**config.mk**
```make
export PLATFORM = sky130hd
export DESIGN_NAME = rr3_slot_arbiter
export DESIGN_NICKNAME = d
export VERILOG_FILES = /design/src/rtl/rr3_slot_arbiter.sv
export SDC_FILE = /design/constraint.sdc
export NUM_CORES = 1
export LEC_CHECK = 0
export ABC_AREA = 1
export ABC_CLOCK_PERIOD_IN_PS = 1350
export BUFFER_PORTS_ARGS = -buffer_cell sky130_fd_sc_hd__buf_2
export CAP_MARGIN = 25
export CELL_PAD_IN_SITES_DETAIL_PLACEMENT = 1
export CELL_PAD_IN_SITES_GLOBAL_PLACEMENT = 2
export CORE_MARGIN = 2
export CORE_UTILIZATION = 29
export DETAILED_ROUTE_END_ITERATION = 6
export PLACE_DENSITY_LB_ADDON = 0.1
export SYNTH_ARGS = -nofsm -noshare
export SYNTH_HDL_FRONTEND = slang
export SYNTH_SLANG_ARGS = --single-unit
```
**constraint.sdc**
```tcl
create_clock -name clk -period 1.35 [get_ports clk]
set_clock_uncertainty 0.1 [all_clocks]
set_input_delay 0.0675 -clock clk [delete_from_list [all_inputs] [get_ports clk]]
set_output_delay 0.0675 -clock clk [all_outputs]
set_load 0.02 [all_outputs]
```
**src/rtl/rr3_slot_arbiter.sv**
```systemverilog
// Three-way round-robin arbiter with a registered one-hot grant, bounded hold
// time and a mandatory one-cycle turnaround gap between successive owners.
module rr3_slot_arbiter #(
    parameter int unsigned MAX_HOLD = 8,
    parameter int unsigned CNT_W    = 4
) (
    input  logic       clk,
    input  logic       reset,
    input  logic [2:0] req,
    output logic [2:0] grant,
    output logic [1:0] owner,
    output logic       busy,
    output logic       timeout
);

    localparam int unsigned N_REQ = 3;
    localparam logic [CNT_W-1:0] HOLD_LAST = CNT_W'(MAX_HOLD - 1);

    typedef enum logic [1:0] {
        IDLE  = 2'd0,
        GRANT = 2'd1,
        GAP   = 2'd2
    } state_t;

    state_t           state, state_nxt;
    logic [N_REQ-1:0] grant_nxt;
    logic [1:0]       owner_nxt;
    logic             busy_nxt;
    logic             timeout_nxt;
    logic [1:0]       ptr, ptr_nxt;
    logic [CNT_W-1:0] hold_cnt, hold_nxt;

    logic [1:0]       p0, p1, p2;
    logic [1:0]       win;
    logic [1:0]       win_ptr;
    logic             found;
    logic             owner_req;

    function automatic logic [N_REQ-1:0] onehot(input logic [1:0] idx);
        case (idx)
            2'd0:    onehot = 3'b001;
            2'd1:    onehot = 3'b010;
            2'd2:    onehot = 3'b100;
            default: onehot = 3'b000;
        endcase
    endfunction

    function automatic logic [1:0] ring_next(input logic [1:0] idx);
        ring_next = (idx >= 2'd2) ? 2'd0 : idx + 2'd1;
    endfunction

    // Rotating search starting at ptr; a corrupt ptr value is treated as 0.
    always_comb begin
        p0      = (ptr == 2'd3) ? 2'd0 : ptr;
        p1      = ring_next(p0);
        p2      = ring_next(p1);
        found   = |req;
        win     = p2;
        if (|(req & onehot(p0))) begin
            win = p0;
        end else if (|(req & onehot(p1))) begin
            win = p1;
        end
        win_ptr = ring_next(win);
    end

    // The registered grant is one-hot, so masking req with it selects req[owner].
    assign owner_req = |(req & grant);

    always_ff @(posedge clk or posedge reset) begin
        if (reset) begin
            state    <= IDLE;
            grant    <= '0;
            owner    <= 2'd0;
            busy     <= 1'b0;
            timeout  <= 1'b0;
            ptr      <= 2'd0;
            hold_cnt <= '0;
        end else begin
            state    <= state_nxt;
            grant    <= grant_nxt;
            owner    <= owner_nxt;
            busy     <= busy_nxt;
            timeout  <= timeout_nxt;
            ptr      <= ptr_nxt;
            hold_cnt <= hold_nxt;
        end
    end

    always_comb begin
        state_nxt   = state;
        grant_nxt   = '0;
        owner_nxt   = 2'd0;
        busy_nxt    = 1'b0;
        timeout_nxt = 1'b0;
        ptr_nxt     = ptr;
        hold_nxt    = hold_cnt;
        case (state)
            IDLE, GAP: begin
                if (found) begin
                    state_nxt = GRANT;
                    grant_nxt = onehot(win);
                    owner_nxt = win;
                    busy_nxt  = 1'b1;
                    hold_nxt  = '0;
                    ptr_nxt   = win_ptr;
                end else begin
                    state_nxt = IDLE;
                end
            end
            GRANT: begin
                if (!owner_req) begin
                    state_nxt = GAP;
                end else if (hold_cnt == HOLD_LAST) begin
                    state_nxt   = GAP;
                    timeout_nxt = 1'b1;
                end else begin
                    hold_nxt  = hold_cnt + CNT_W'(1);
                    grant_nxt = grant;
                    owner_nxt = owner;
                    busy_nxt  = 1'b1;
                end
            end
            default: begin
                state_nxt = IDLE;
            end
        endcase
    end

endmodule

```
=== Yosys cells after proc, flatten, opt, wreduce, memory -nomap -nowiden ===
Index checks and enable logic that the tools add are counted.

* Register bits after elaboration: 15
* Word-level logic and storage cells: 76
* Output and inout bits: 7
* Bits of input ports: 5

* Equal/unequal tests: 14
* Bitwise gates (word level): 3
* $lt $le $gt $ge: 3
* Mux-type cells: 33
* Reduce and logical (&&, ||, !) cells: 12
* Add/sub/neg operators: 4

{| class="wikitable"
|+ Operators by type and width
! operator !! count
|-
| $pmux W3 S3 || 3
|-
| $mux W2 || 11
|-
| $mux W3 || 4
|-
| $mux W4 || 3
|-
| $reduce_or A3 Y1 || 4
|-
| $eq A2 B2 Y1 const B || 5
|-
| $and A3 B3 Y3 || 3
|-
| $eq A2 B1 Y1 const B || 4
|-
| $logic_not A2 Y1 || 4
|-
| $pmux W2 S2 || 2
|-
| $pmux W4 S2 || 1
|-
| $mux W1 || 7
|-
| $add A2 B1 Y2 const B || 3
|-
| $ge A2 B2 Y1 const B || 3
|-
| $ne A2 B2 Y1 const B || 3
|-
| $pmux W3 S2 || 1
|-
| $add A4 B1 Y4 const B || 1
|-
| $eq A4 B3 Y1 const B || 1
|-
| $reduce_and A4 Y1 || 1
|-
| $ne A3 B3 Y1 const B || 1
|-
| $pmux W1 S2 || 1
|-
| $reduce_and A2 Y1 || 1
|-
| $reduce_bool A2 Y1 || 1
|-
| $reduce_or A2 Y1 || 1
|}

=== Longest topological paths before layout ===
Gate-level depths: netlist of the first run.

* Depth after elaboration: 15
* Depth in mapped cells: 9

=== Worst setup path before layout of the first run ===
No wires, ideal clock.

* Path kind: reg2reg
* Start: register ptr[0]
* End: register grant[0]
* Arrival time: 1257 ps
* Setup time: 124 ps
* Period minus slack after synthesis: 1481 ps
* Buffers on the path: 0
* Slack: -131 ps
* Stages on the path, launching flop included: 9
* Required time: 1126 ps
* Path through: dfrtp_1 > inv_1 > ha_1 > nand2_1 > nand3_2 > inv_1 > nand3_1 > nand3_2 > o21bai_1

* Longest elaborated chain between the ends: 15
* Elaborated cells between the ends (all ways): 29
* Those cells by class: add/sub: 2; order compare: 2; eq/ne: 7; mux: 11; bitwise: 2; reduce/logical: 5

{| class="wikitable"
|+ Ends and longest elaborated chain
! item !! line !! text
|-
| start: declaration || 30 || <nowiki>logic [1:0] ptr, ptr_nxt;</nowiki>
|-
| start signal: assignment || 85 || <nowiki>ptr <= ptr_nxt;</nowiki>
|-
| $eq A2 B2 Y1 || 54 || <nowiki>p0 = (ptr == 2'd3) ? 2'd0 : ptr;</nowiki>
|-
| $mux W2 * || 54 ||
|-
| $add A2 B1 Y2 or $ge A2 B2 Y1 (tied branches) || 49 || <nowiki>ring_next = (idx >= 2'd2) ? 2'd0 : idx + 2'd1;</nowiki>
|-
| $mux W2 || 49 ||
|-
| $eq A2 B2 Y1 (tied with other cells) || 40 || <nowiki>case (idx)</nowiki>
|-
| $pmux W3 S3 || 40 ||
|-
| $mux W3 || 59 || <nowiki>if (|(req & onehot(p0))) begin</nowiki>
|-
| $and A3 B3 Y3 || 61 || <nowiki>end else if (|(req & onehot(p1))) begin</nowiki>
|-
| $reduce_or A3 Y1 || 61 ||
|-
| $mux W2 || 61 ||
|-
| $mux W2 * || 59 ||
|-
| $eq A2 B2 Y1 (tied with other cells) || 40 ||
|-
| $pmux W3 S3 * || 40 ||
|-
| $mux W3 * || 100 || <nowiki>if (found) begin</nowiki>
|-
| $pmux W3 S2 * || 98 || <nowiki>case (state)</nowiki>
|-
| end signal: assignment || 81 || <nowiki>grant <= grant_nxt;</nowiki>
|-
| end: declaration || 10 || <nowiki>output logic [2:0] grant,</nowiki>
|}

Every way passes the cells marked *; elsewhere a longest branch is shown, timed or not. The select of a mux whose other input is x is not followed.
A chain may end at the register's enable or synchronous reset.

=== Final worst setup path of the first run ===
* Start: register ptr[1]
* End: register grant[1]

Same word-level chain as after synthesis.

==> implementation parameters, run 1 <==
Parameter                              Value

Run status
  Run status    finished, violations left
  Violations in the final reports    DRC, setup timing

Finish
  Area of all placed cells without fillers    0.00126 mm²
  Layout cells sized above 1    50.4%
  Fin util    44.8%
  Total Nets Final    144
  Layout Area Growth over Synthesis    45.4%
  Antenna diode count    0
  Layout Cells excl Fill    164

Clock network
  Count of clock tree sinks    15
  Clock transition at path regs    100 ps
  Clk Latency, worst-skew pair    290 ps
  CTS HTree Levels    1
  Num CTS Buffers    3
  TritonCTS clock tree    done
  Root buffer selected by CTS    sky130_fd_sc_hd__clkbuf_4
  Buffer levels on the longest clock path    2

Drt
  Antenna-violating nets left    0
  Pre-antenna DRT Iters    5
  Wirelength per Cell    13.6 µm
  Routed Wire Length    2.22 mm
  DR vias/cell    4.93
  Vias after detailed routing    808
  Drc violations    2
  Count of routing violations after the opening detailed-route iteration    31

Timing
  Max Fclk    672 MHz
  Worst Max-Slew Pin Slew    573 ps
  Max-Slew Margin vs Limit    61.8%
  Final-layout setup total negative slack    -885 ps
  Final clock period utilization by the worst path    110%
  Endpoints failing hold    0
  Setup repair after global routing missed its margin    true
  Final count of negative-setup-slack endpoints    9
  Shortest clock period the worst path allows after layout    1490 ps
  Max-slew violation total from the final report    0
  Final Worst Setup Slack    -139 ps

Global routing
  Overflow after GRT    0
  Maximum number of pins on one net before global-route repair    16
  Wire length of the first global-routing pass    3.83 mm
  GRT Resource Usage Total    14.5%
  Via count of the first global-routing pass    868
  Number of antenna violations at the first check in global routing    0

Hold path
  Worst Hold Depth    5
  HP Class    input port to flop

Logic synthesis
  Average size of a mapped cell    8.23 µm²
  Number of standard cells after synthesis    105
  Area share of fa/ha/maj cells after synthesis    7.24%
  Primary FF master, synth    sky130_fd_sc_hd__dfrtp_1
  Most frequently used cell type in the post-synthesis netlist    sky130_fd_sc_hd__nand2_1
  Main combinational cell family by area after synthesis    simple AND/OR/NAND/NOR gates
  Fraction of synthesis flops using an asynchronous set or reset pin    100%
  Simple logic cell fraction of the synthesized area    35.2%
  Area share of the largest cell type after synthesis    43.4%
  Most numerous cell types in the synthesized netlist    sky130_fd_sc_hd__nand2_1, sky130_fd_sc_hd__dfrtp_1, sky130_fd_sc_hd__inv_1, sky130_fd_sc_hd__nand3_1, sky130_fd_sc_hd__nor2_1
  Netlist area before placement    865 µm²
  Count of flip-flops with a built-in enable after synthesis    0
  Mux cell area share after synthesis    0%
  Nets in the synthesized netlist    115
  Yosys top cell by area    sky130_fd_sc_hd__dfrtp_1
  Compound-cell area share of the yosys netlist    6.51%
  Synth Warn #    0
  Number of flip-flops and latches in the synthesized netlist    15
  XOR/XNOR Fraction of Synth Area    1.01%
  Top cells by area in the synthesized netlist    sky130_fd_sc_hd__dfrtp_1, sky130_fd_sc_hd__nand2_1, sky130_fd_sc_hd__ha_1
  Share of synthesized area occupied by flip-flops and latches    43.4%
  Unique cell type count in the Yosys netlist    19

Pwr
  Leakage power    0.000655 µW
  Max rail drop VDD    0.782 mV
  Power Density    2270 mW/mm²
  Final total power    2850 µW

Setup path
  Critical path required time    1430 ps
  Kind of start point of the critical path    flop
  Worst setup EP type    flop
  Worst-case reg-to-reg path depth    8
  Largest fanout of any net on the critical path    4
  Crit path arrival time    1570 ps
  Crit Path Class    flop to flop

Placement
  Post-placement cell count    152
  Count of port buffers added during placement    11
  Gp weighted congestion    0.747
  Post-DP Area    0.00103 mm²
  Detailed placement HPWL    1.64 mm

Floorplanning
  Height of the die    58.6 µm
  Initial standard-cell utilization of the core    30.8%
  Die ar.    0.00343 mm²
  Area of the core    0.00281 mm²
  Count of pins on the block boundary    12
  Width of the die    58.6 µm
  Floorplan row count    19

Job
  Max Cap Viol    0
cells in the final DEF, fill, tap and decap left out, types with 2 or more instances in the layout:
cell type                  instances
sky130_fd_sc_hd__nand2_1          19
sky130_fd_sc_hd__dfrtp_1          14
sky130_fd_sc_hd__buf_2            11
sky130_fd_sc_hd__buf_4            10
sky130_fd_sc_hd__nand2_2           8
sky130_fd_sc_hd__nor2_1            8
sky130_fd_sc_hd__inv_1             7
sky130_fd_sc_hd__nand2_4           7
sky130_fd_sc_hd__nand3_1           7
sky130_fd_sc_hd__inv_2             4
sky130_fd_sc_hd__nand3_4           4
sky130_fd_sc_hd__o21bai_1          4
sky130_fd_sc_hd__inv_4             3
sky130_fd_sc_hd__nand4_1           3
sky130_fd_sc_hd__nand3_2           3
sky130_fd_sc_hd__ha_4              3
sky130_fd_sc_hd__clkbuf_4          3
sky130_fd_sc_hd__nor2_4            2
sky130_fd_sc_hd__ha_1              2
sky130_fd_sc_hd__buf_6             2
where the power goes:
part | internal [µW] | total (µW) | switching (µW)
Sequential | 597 | 718 | 120
Clock | 110 | 263 | 153
Combinational | 766 | 1870 | 1100
kinds of logic after synthesis:
group / after synthesis
compound gates: 7
xor+xnor: 1
fa+ha+maj: 5
buf+inv: 14
flops: 15
simple gates: 63
registers in the layout, summed over array words and instances, names as in the netlist:
name      count
grant         3
timeout       1
hold_cnt      4
ptr           2
state         2
busy          1
owner         2
per-layer routing:
layer / wire [µm] / track usage (%)
met5: 0 / 0
met4: 14 / 3.25
met3: 90 / 4.40
met2: 1040 / 23.0
met1: 1080 / 19.7
path summary, 6_finish.rpt:
check	startpoint	to	slack [ps]
max in group asynchronous	reset	ptr[0]	480
worst min register to register	owner[1]	owner[1]	390
worst max-delay path	ptr[1]	grant[1]	-140
worst max register to register	ptr[1]	grant[1]	-140
worst min-delay path	req[2]	owner[1]	120
min in group asynchronous	reset	owner[1]	270
metrics by stage:
stage	setup slack [ps]	hold WS [ps]
floorplan	1.97	-131
global route	-234	146
detailed placement	-156	67.3
CTS	-154	116
global placement	-132	65.1
finish	-139	122
area by class of cell:
class,count,area [µm²]
timing repair buffer,24,163
clock buffer,3,22.5
clock inverter,1,5.00
sequential,15,377
fill,331,1550
tap,31,38.8
inverter,14,60.1
multi-input combinational,76,592
worst max-delay path, cell delays in order (launching register included):
cell and delay, ps:
sky130_fd_sc_hd__dfrtp_1 450, sky130_fd_sc_hd__inv_2 80, sky130_fd_sc_hd__ha_4 170, sky130_fd_sc_hd__nand2_2 120
sky130_fd_sc_hd__nand3_4 110, sky130_fd_sc_hd__nand2_2 80, sky130_fd_sc_hd__nand3_2 90, sky130_fd_sc_hd__nand2_4 100
sky130_fd_sc_hd__o21bai_1 70
repair_timing:
item,4_1_cts,5_1_grt
hold buffers,1,0
gates resized for setup,18,14
endpoints found under the setup margin,12,12
pin swaps,10,9
endpoints found under the hold margin,15,0
setup buffers,6,2
Power figures use the tool's default switching activity.
==> inputs of run 2 (changes only) <==
Settings changed: BUFFER_PORTS_ARGS -buffer_cell sky130_fd_sc_hd__buf_2 to default, CAP_MARGIN 25 to 20, CORE_ASPECT_RATIO from default to 1.25, CORE_UTILIZATION 29 to 32, DONT_BUFFER_PORTS from default to 1.
==> run 2 against run 1 <==
Effect of this change:
- the flow finishes with violations (setup timing)
- combinational power shrank 4%
- total power shrank 1.5%
- non-clock buffer count shrank 8
==> implementation parameters, run 2 (synthesis gave the netlist of run 1 again) <==
Parameter                              Value

Placement
  Count of port buffers added during placement    0
  Detailed placement HPWL    1.69 mm
  Post-placement worst setup slack    -177 ps
  Post-DP Area    0.00101 mm²
  Gp weighted congestion    0.772

Clock network
  Root buffer selected by CTS    sky130_fd_sc_hd__clkbuf_4
  TritonCTS clock tree    done
  Count of clock tree sinks    15
  CTS HTree Levels    1
  Buffer levels on the longest clock path    2
  Clock transition at path regs    90 ps
  Num CTS Buffers    3
  Clk Latency, worst-skew pair    290 ps

Timing
  Max-Slew Margin vs Limit    59.6%
  Final-layout setup total negative slack    -803 ps
  Worst Max-Slew Pin Slew    606 ps
  Max-slew violation total from the final report    0
  Final-layout worst hold slack    8.03 ps
  Shortest clock period the worst path allows after layout    1480 ps
  Final clock period utilization by the worst path    110%
  Final Worst Setup Slack    -129 ps
  Endpoints failing hold    0
  Final count of negative-setup-slack endpoints    9
  Setup repair after global routing missed its margin    true
  Max Fclk    676 MHz

Finish
  Total Nets Final    136
  Number of flip-flops in the largest register    4
  Area of all placed cells without fillers    0.00121 mm²
  Antenna diode count    0
  Layout Area Growth over Synthesis    39.9%
  Fin util    46.0%
  Register with the most flip-flops    hold_cnt
  Final-layout fill cell count    320
  Most common library cell in the layout ignoring fill and taps    sky130_fd_sc_hd__nand2_1
  Layout cells sized above 1    45.6%
  Leading registers by flop count    hold_cnt (4), grant (3)
  Most used cells in the layout excluding fill and tap cells    sky130_fd_sc_hd__nand2_1, sky130_fd_sc_hd__dfrtp_1, sky130_fd_sc_hd__buf_4

Pwr
  Power Density    2320 mW/mm²
  Part of the power in registers    26.4%
  Proportion of power drawn by the clock network    9.4%
  Net switching power    1340 µW
  Fraction of power consumed by combinational cells    64.2%
  Switching power as a share of total power    47.9%
  Max rail drop VDD    1.02 mV
  Internal    1460 µW
  Leakage power    0.000600 µW

Drt
  DR vias/cell    4.76
  Drc violations    0
  Vias after detailed routing    757
  Routed Wire Length    2.29 mm
  Count of routing violations after the opening detailed-route iteration    10
  Antenna-violating nets left    0
  Pre-antenna DRT Iters    4
  Wirelength per Cell    14.4 µm

Setup path
  Crit path arrival time    1550 ps
  Kind of start point of the critical path    flop
  Critical path required time    1420 ps
  Largest fanout of any net on the critical path    4
  Crit Path Class    flop to flop
  Worst setup EP type    flop

Run status
  Violations in the final reports    setup timing
  Run status    finished, violations left

Floorplanning
  Floorplan row count    21
  Width of the die    50.5 µm
  Area of the core    0.00263 mm²
  Initial standard-cell utilization of the core    32.9%
  Height of the die    62.1 µm
  Die ar.    0.00314 mm²
  Count of pins on the block boundary    12

Global routing
  Number of antenna violations at the first check in global routing    0
  Overflow after GRT    0
  Wire length of the first global-routing pass    3.92 mm
  Via count of the first global-routing pass    846
  GRT Resource Usage Total    16.3%
  Maximum number of pins on one net before global-route repair    16

Hold path
  HP Class    input port to flop

Job
  Max Cap Viol    0
run 2: changes by cell type in the layout (fill, tap and decap cells not counted), sizes merged:
| cell | previous run | this run |
|---|---|---|
| buf | 23 | 14 |
| clkbuf | 3 | 4 |
| clkinv | 1 | 0 |
| dlygate4sd3 | 1 | 2 |
run 2: worst paths after layout:
check,start,end,slack (ps),cells past startpoint
setup / recovery,ptr[0],ptr[1],-130,8
min in group asynchronous,reset,grant[1],190,2
max in group asynchronous,reset,ptr[1],530,2
hold / removal,req[0],timeout,8,4
setup reg to reg,ptr[0],ptr[1],-130,8
hold reg to reg,hold_cnt[0],hold_cnt[0],470,2
run 2: layout make-up:
class,instances,area (µm²),share of cell area [%]
multi-input combinational,76,573,47.4
sequential,15,377,31.1
timing repair buffer,16,129,10.7
inverter,14,62.6,5.17
tap,34,42.5,3.52
clock buffer,4,26.3,2.17
run 2: critical path: stages, from the launching register on:
cell and delay (ps):
sky130_fd_sc_hd__dfrtp_1 400, sky130_fd_sc_hd__buf_4 150, sky130_fd_sc_hd__ha_4 170, sky130_fd_sc_hd__nand2_4 90
sky130_fd_sc_hd__nand3_4 90, sky130_fd_sc_hd__nand2_1 100, sky130_fd_sc_hd__nand3_2 80, sky130_fd_sc_hd__nand2_2 100
sky130_fd_sc_hd__o21bai_1 80
run 2: layer usage:
metal	wire, µm	up-vias	GRT usage (%)
met3	101	4	4.81
met1	1020	360	20.3
met2	1140	15	27.6
met4	34	0	3.04
met5	0	-	0
li1	-	378	-
run 2: through the flow:
stage / power (µW) / std cells
finish: 2810 / 159
global route: 3060 / 159
CTS: 2600 / 157
detailed placement: 2130 / 149
global placement: 2110 / 149
floorplan: 1710 / 105
run 2: power by group through the flow:
stage | Combinational (µW) | Clock, µW | Sequential, µW
floorplan | 945 | 0 | 770
global placement | 1360 | 0 | 750
detailed placement | 1370 | 0 | 758
CTS | 1580 | 271 | 745
global route | 2000 | 302 | 763
finish | 1800 | 264 | 741
run 2: what timing repair did:
item	CTS	global route
endpoints found under the setup margin	12	12
endpoints found under the hold margin	16	0
gates resized for setup	16	13
hold buffers	2	0
pin swaps	6	6
buffers inserted	2	2
